<file path="src/rtl/preg_free_list.sv">
// Physical-register free list: circular FIFO of free tags, one zero-latency
// allocation per cycle and up to two releases from the retire stage.
module preg_free_list #(
  parameter int PREG_WIDTH = 6,
  parameter int NUM_AREG   = 32,
  parameter int NUM_PREG   = 64
) (
  input  logic                  clk,
  input  logic                  rst_n,
  input  logic                  alloc_req,
  output logic                  alloc_grant,
  output logic [PREG_WIDTH-1:0] alloc_tag,
  input  logic                  free0_valid,
  input  logic [PREG_WIDTH-1:0] free0_tag,
  input  logic                  free1_valid,
  input  logic [PREG_WIDTH-1:0] free1_tag,
  output logic                  empty,
  output logic [PREG_WIDTH:0]   free_count,
  output logic                  overflow_err
);
  localparam int DEPTH = NUM_PREG - NUM_AREG;
  localparam int PW    = (DEPTH > 1) ? $clog2(DEPTH) : 1;
  localparam int CW    = PREG_WIDTH + 1;
  localparam int SW    = CW + 1;
  localparam int NFREE = 2;

  logic [DEPTH-1:0][PREG_WIDTH-1:0] fifo;
  logic [PW-1:0]                    head, tail, tail_nxt;
  logic [CW-1:0]                    cnt, cnt_nxt;
  logic                             ovf;

  logic [NFREE-1:0]                 fv, acc;
  logic [NFREE-1:0][PREG_WIDTH-1:0] ft;
  logic [NFREE-1:0][PW-1:0]         wr_idx;
  logic [SW-1:0]                    space;
  logic                             ovf_set;

  function automatic logic [PW-1:0] ptr_inc(input logic [PW-1:0] p);
    return (p == PW'(DEPTH-1)) ? '0 : p + 1'b1;
  endfunction

  assign ft[0] = free0_tag;
  assign ft[1] = free1_tag;

  // x0 is hardwired, so a release of tag 0 is silently ignored.
  generate
    for (genvar s = 0; s < NFREE; s++) begin : g_qual
      logic vin;
      assign vin   = (s == 0) ? free0_valid : free1_valid;
      assign fv[s] = vin & (ft[s] != '0);
    end
  endgenerate

  assign empty        = (cnt == '0);
  assign alloc_grant  = alloc_req & ~empty;
  assign alloc_tag    = fifo[head];
  assign free_count   = cnt;
  assign overflow_err = ovf;

  // The slot consumed by this cycle's grant counts as space for frees.
  always_comb begin
    space     = SW'(DEPTH) - SW'(cnt) + SW'(alloc_grant);
    acc[0]    = fv[0] & (space != '0);
    acc[1]    = fv[1] & (space > SW'(acc[0]));
    ovf_set   = |(fv & ~acc);
    wr_idx[0] = tail;
    wr_idx[1] = acc[0] ? ptr_inc(tail) : tail;
    tail_nxt  = tail;
    if (&acc)      tail_nxt = ptr_inc(ptr_inc(tail));
    else if (|acc) tail_nxt = ptr_inc(tail);
    cnt_nxt   = cnt + CW'(acc[0]) + CW'(acc[1]) - CW'(alloc_grant);
  end

  always_ff @(posedge clk or negedge rst_n) begin
    if (!rst_n) begin
      head <= '0;
      tail <= '0;
      cnt  <= CW'(DEPTH);
      ovf  <= 1'b0;
      for (int i = 0; i < DEPTH; i++) fifo[i] <= PREG_WIDTH'(NUM_AREG + i);
    end else begin
      if (alloc_grant) head <= ptr_inc(head);
      tail <= tail_nxt;
      cnt  <= cnt_nxt;
      if (ovf_set) ovf <= 1'b1;
      for (int i = 0; i < DEPTH; i++)
        for (int s = 0; s < NFREE; s++)
          if (acc[s] && wr_idx[s] == PW'(i)) fifo[i] <= ft[s];
    end
  end
endmodule

</file>
<file path="config.mk">
export PLATFORM = sky130hd
export DESIGN_NAME = preg_free_list
export DESIGN_NICKNAME = d
export VERILOG_FILES = /design/src/rtl/preg_free_list.sv
export SDC_FILE = /design/constraint.sdc
export NUM_CORES = 1
export LEC_CHECK = 0
export ABC_AREA = 1
export CORE_MARGIN = 1
export CORE_UTILIZATION = 50
export DETAILED_ROUTE_END_ITERATION = 10
export MAX_ROUTING_LAYER = met4
export PLACE_DENSITY_LB_ADDON = 0.25
export SKIP_LAST_GASP = 1
export SLEW_MARGIN = 10
export SYNTH_ARGS = -nofsm -noshare
export SYNTH_HDL_FRONTEND = slang
export SYNTH_SLANG_ARGS = --single-unit
export TNS_END_PERCENT = 10
</file>
<file path="constraint.sdc">
create_clock -name clk -period 6.6 [get_ports clk]
set_clock_uncertainty 0.05 [all_clocks]
set_input_delay 1.98 -clock clk [delete_from_list [all_inputs] [get_ports clk]]
set_output_delay 1.98 -clock clk [all_outputs]
set_load 0.02 [all_outputs]
</file>
==> flow_summary.toml <==
[logic_synthesis]
synth.net_count = 2226
synth_ff_type = "dfstp_2"
yosys_warnings = 0
postSynthAreaPerCell_sq_um = 7.07
netlist_area_sq_mm = 0.0154
ys_seq_area_share_pct = 35.0
async_flop_share_pct = 100
synth.distinct_cells = 42
synth_edf_count = 0
synth-seq-cells = 210
syn-instance-count = 2181

[power_and_ir_drop]
combPwrFrac_pct = 49.8
leakage_nw = 7.66
pwr-share-seq_pct = 33.2
switching_share_pct = 46.6
total_power_mw = 8.03
pwr_density_cell_mw_per_mm2 = 492
p_sw_mw = 3.74
worst_ir_drop_vdd_mv = 0.283
cellInternalPower_mw = 4.29
power_frac_clock_pct = 17.0

[worst_setup_path]
path_delay_family = "adder cells"
crit_path_start_kind = "input port"
cp_slowest_cell = "buf_4"
r2r_end = "free_count[6]$_DFF_PN0_"
cp.required_ns = 6.98
crit_chain = "clkdlybuf4s50_1 > nand2_1 > ha_1 > inv_2 > ha_1 > xor2_1 > nand2_1 > nor2_2 > nand3_2 > nand2_4 > buf_4 > ha_1 > fa_1 > fa_1 > o31ai_1 > a21oi_1 > nor2_1 > nor2_1 > xor2_1"
crit_path_frequent_cell = "ha_1"
rr_startpoint = "free_count[5]$_DFF_PN1_"
critPathMaxFanout = 44
rr_worst_depth = 21
critPathKind = "in -> reg"
cp_num_buf_inv = 3
worstSetupEndpointType = "flip-flop"
cp_data_arrival_time_ns = 6.08
cpPeakStageDelay_ns = 0.51
rrSetupSlack_ns = 1.76

[clocking]
clock_path_buffers = 3
clk_pin_slew_ns = 0.07
cts.sinks = 210
postCtsSetupRepairBufs = 0
insertion_delay_ns = 0.55
cts_root_buf = "clkbuf_16"
numCtsBuffers = 25
cts_htree_levels = 1
cts_tree = "yes"
ctsResizeCount = 0
postCtsHoldBufs = 0

[timing]
hold_violations = 0
fmax_mhz = 176
finalCritPeriodShare_pct = 86.3
max_slew_margin_pct = 27.8
final_max_slew_viol_count = 0
min_period_ns = 5.70
setup_violations = 0
fin_setup_tns_ns = 0
rsz0062_at_grt = "no"
tightest_slew_ns = 1.08

[finish]
stdcell_count = 2521
fill_cells = 2894
fin_area_sq_mm = 0.0163
layout.nets = 2157
fin_util_pct = 54.4
areaGrowthSynthToFinish_pct = 5.83
drive_gt1_share_pct = 15.0

[floorplanning]
initial_core_util_pct = 51.4
die_w_um = 178
die_h_um = 178
ios = 33
core_area_sq_mm = 0.0300
rows = 63
die_area_sq_mm = 0.0316

[routing]
drt_iter0_drc = 1886
drcViolationCount = 0
dr_total_vias = 15299
wl_um = 51800
drtPass1Iterations = 5
wl_per_cell_um = 20.6
postRouteAntennaNets = 0
avgViaCountPerCell = 6.07

[placed_design]
dpl_cell_area_sq_mm = 0.0155
port_buffers = 32
dp_hpwl_um = 32000
place.gp.congestion = 0.960
dpl.cell_count = 2475

[grt]
grt_max_degree = 121
antenna_found_initial = 1
grt_pass1_vias = 14144
grt_pass1_wl_um = 81300
grt-ovfl-total = 0
grt_usage_pct = 34.2

[outcome]
status = "complete, no violations"

[flow_run]
maxCapViolations = 0

[worst_hold_path]
hold_start = "fifo[65]$_DFFE_PN1P_"
hold_end = "fifo[65]$_DFFE_PN1P_"
hold_path.class = "reg -> reg"
hold_depth = 2
-- cells in the final DEF (no fill, tap or decap), types with 2 or more instances in the layout --
cell and instances:
o211ai_1 2, o22ai_1 51, o21ai_0 111, nand4_1 3, nand3_2 7, nand2_2 5, nor3_1 5, xor2_1 9
inv_2 13, nand3_1 398, dfrtp_1 96, clkbuf_1 5, a21oi_1 19, clkinv_1 2, nor3_2 28, nor2_1 124
clkbuf_16 25, o221ai_1 9, a21o_1 2, nand3_4 35, nand2_1 846, clkbuf_8 9, inv_1 64, a32o_1 2
buf_12 5, nor2_8 8, mux2_2 4, dfstp_2 113, clkinv_2 6, nor2_2 17, ha_1 26, fa_1 2
clkdlybuf4s50_1 31, nand2_4 11, buf_4 28
-- cell families after synthesis --
family | Yosys count | share of synthesized area [%]
simple gates | 1489 | 46.0
flops | 210 | 35.0
compound gates | 200 | 7.31
fa+ha+maj | 28 | 2.37
xor+xnor | 9 | 0.511
mux | 4 | 0.292
buf+inv | 241 | 8.56
-- metal layers --
metal / GRT usage, % / up-vias / part of all wire, %
met1: 45.0 / 7295 / 41
met2: 52.1 / 821 / 45
met3: 5.98 / 164 / 10
li1: - / 7019 / -
met5: - / - / 0
met4: 13.9 / 0 / 4.5
-- final cells by class --
type,instances,area [sq um],area share (%)
antenna,1,2.50,0.0153
tap,390,488,2.99
sequential,210,5400,33.1
clock inverter,7,37.5,0.230
timing repair buffer,65,634,3.89
clock buffer,38,754,4.62
inverter,80,303,1.85
multi-input combinational,1730,8710,53.3
-- synthesized netlist by cell type (9+ instances only) --
library cell / instances / share of area [%]
nand3_4: 35 / 4.0
inv_2: 12 / 0.29
o22ai_1: 51 / 2.1
nand2_1: 846 / 21
nand2_4: 11 / 0.80
buf_6: 36 / 2.6
dfstp_2: 113 / 19
ha_1: 26 / 2.1
o221ai_1: 9 / 0.51
buf_2: 13 / 0.42
inv_1: 65 / 1.6
a21oi_1: 19 / 0.62
buf_4: 29 / 1.4
clkbuf_1: 74 / 1.8
nor3_2: 28 / 1.8
dfrtp_1: 97 / 16
o21ai_0: 111 / 3.6
nor2_1: 124 / 3.0
xor2_1: 9 / 0.51
nand3_1: 398 / 13
nor2_2: 17 / 0.69
-- flip-flops by register name, indices dropped and copies added, names as in the netlist --
name / cells
fifo: 192
free_count: 7
head: 5
tail: 5
overflow_err: 1
-- tightest hold or removal path, stage by stage (launching register included) --
cell and delay, ns:
dfstp_2 0.37, nand3_1 0.07, nand2_1 0.05
-- per-stage QoR --
stage               setup slack [ns]  hold slack [ns]
global placement               0.479            0.422
detailed placement             0.340            0.427
finish                         0.904            0.434
floorplan                      0.928            0.411
CTS                            0.904            0.436
global route                   0.602            0.442
-- worst max-delay path by stage --
stage,start,endpoint,cells after the start
after floorplan,alloc_req,free_count[6]$_DFF_PN0_,23
after global placement,alloc_req,free_count[6]$_DFF_PN0_,19
after detailed placement,alloc_req,free_count[6]$_DFF_PN0_,19
after CTS,alloc_req,free_count[6]$_DFF_PN0_,19
after global routing,alloc_req,free_count[6]$_DFF_PN0_,19
final,alloc_req,free_count[6]$_DFF_PN0_,19
-- power by group through the flow --
stage	logic (mW)	clock network, mW	registers (mW)
5_1_grt	4.36	1.42	2.74
6_report	4.00	1.36	2.67
3_3_place_gp	3.86	0	2.65
3_5_place_dp	3.92	0	2.66
4_1_cts	3.94	1.37	2.66
2_1_floorplan	2.90	0	2.50
Note: power is estimated with default switching activity, not from simulation.
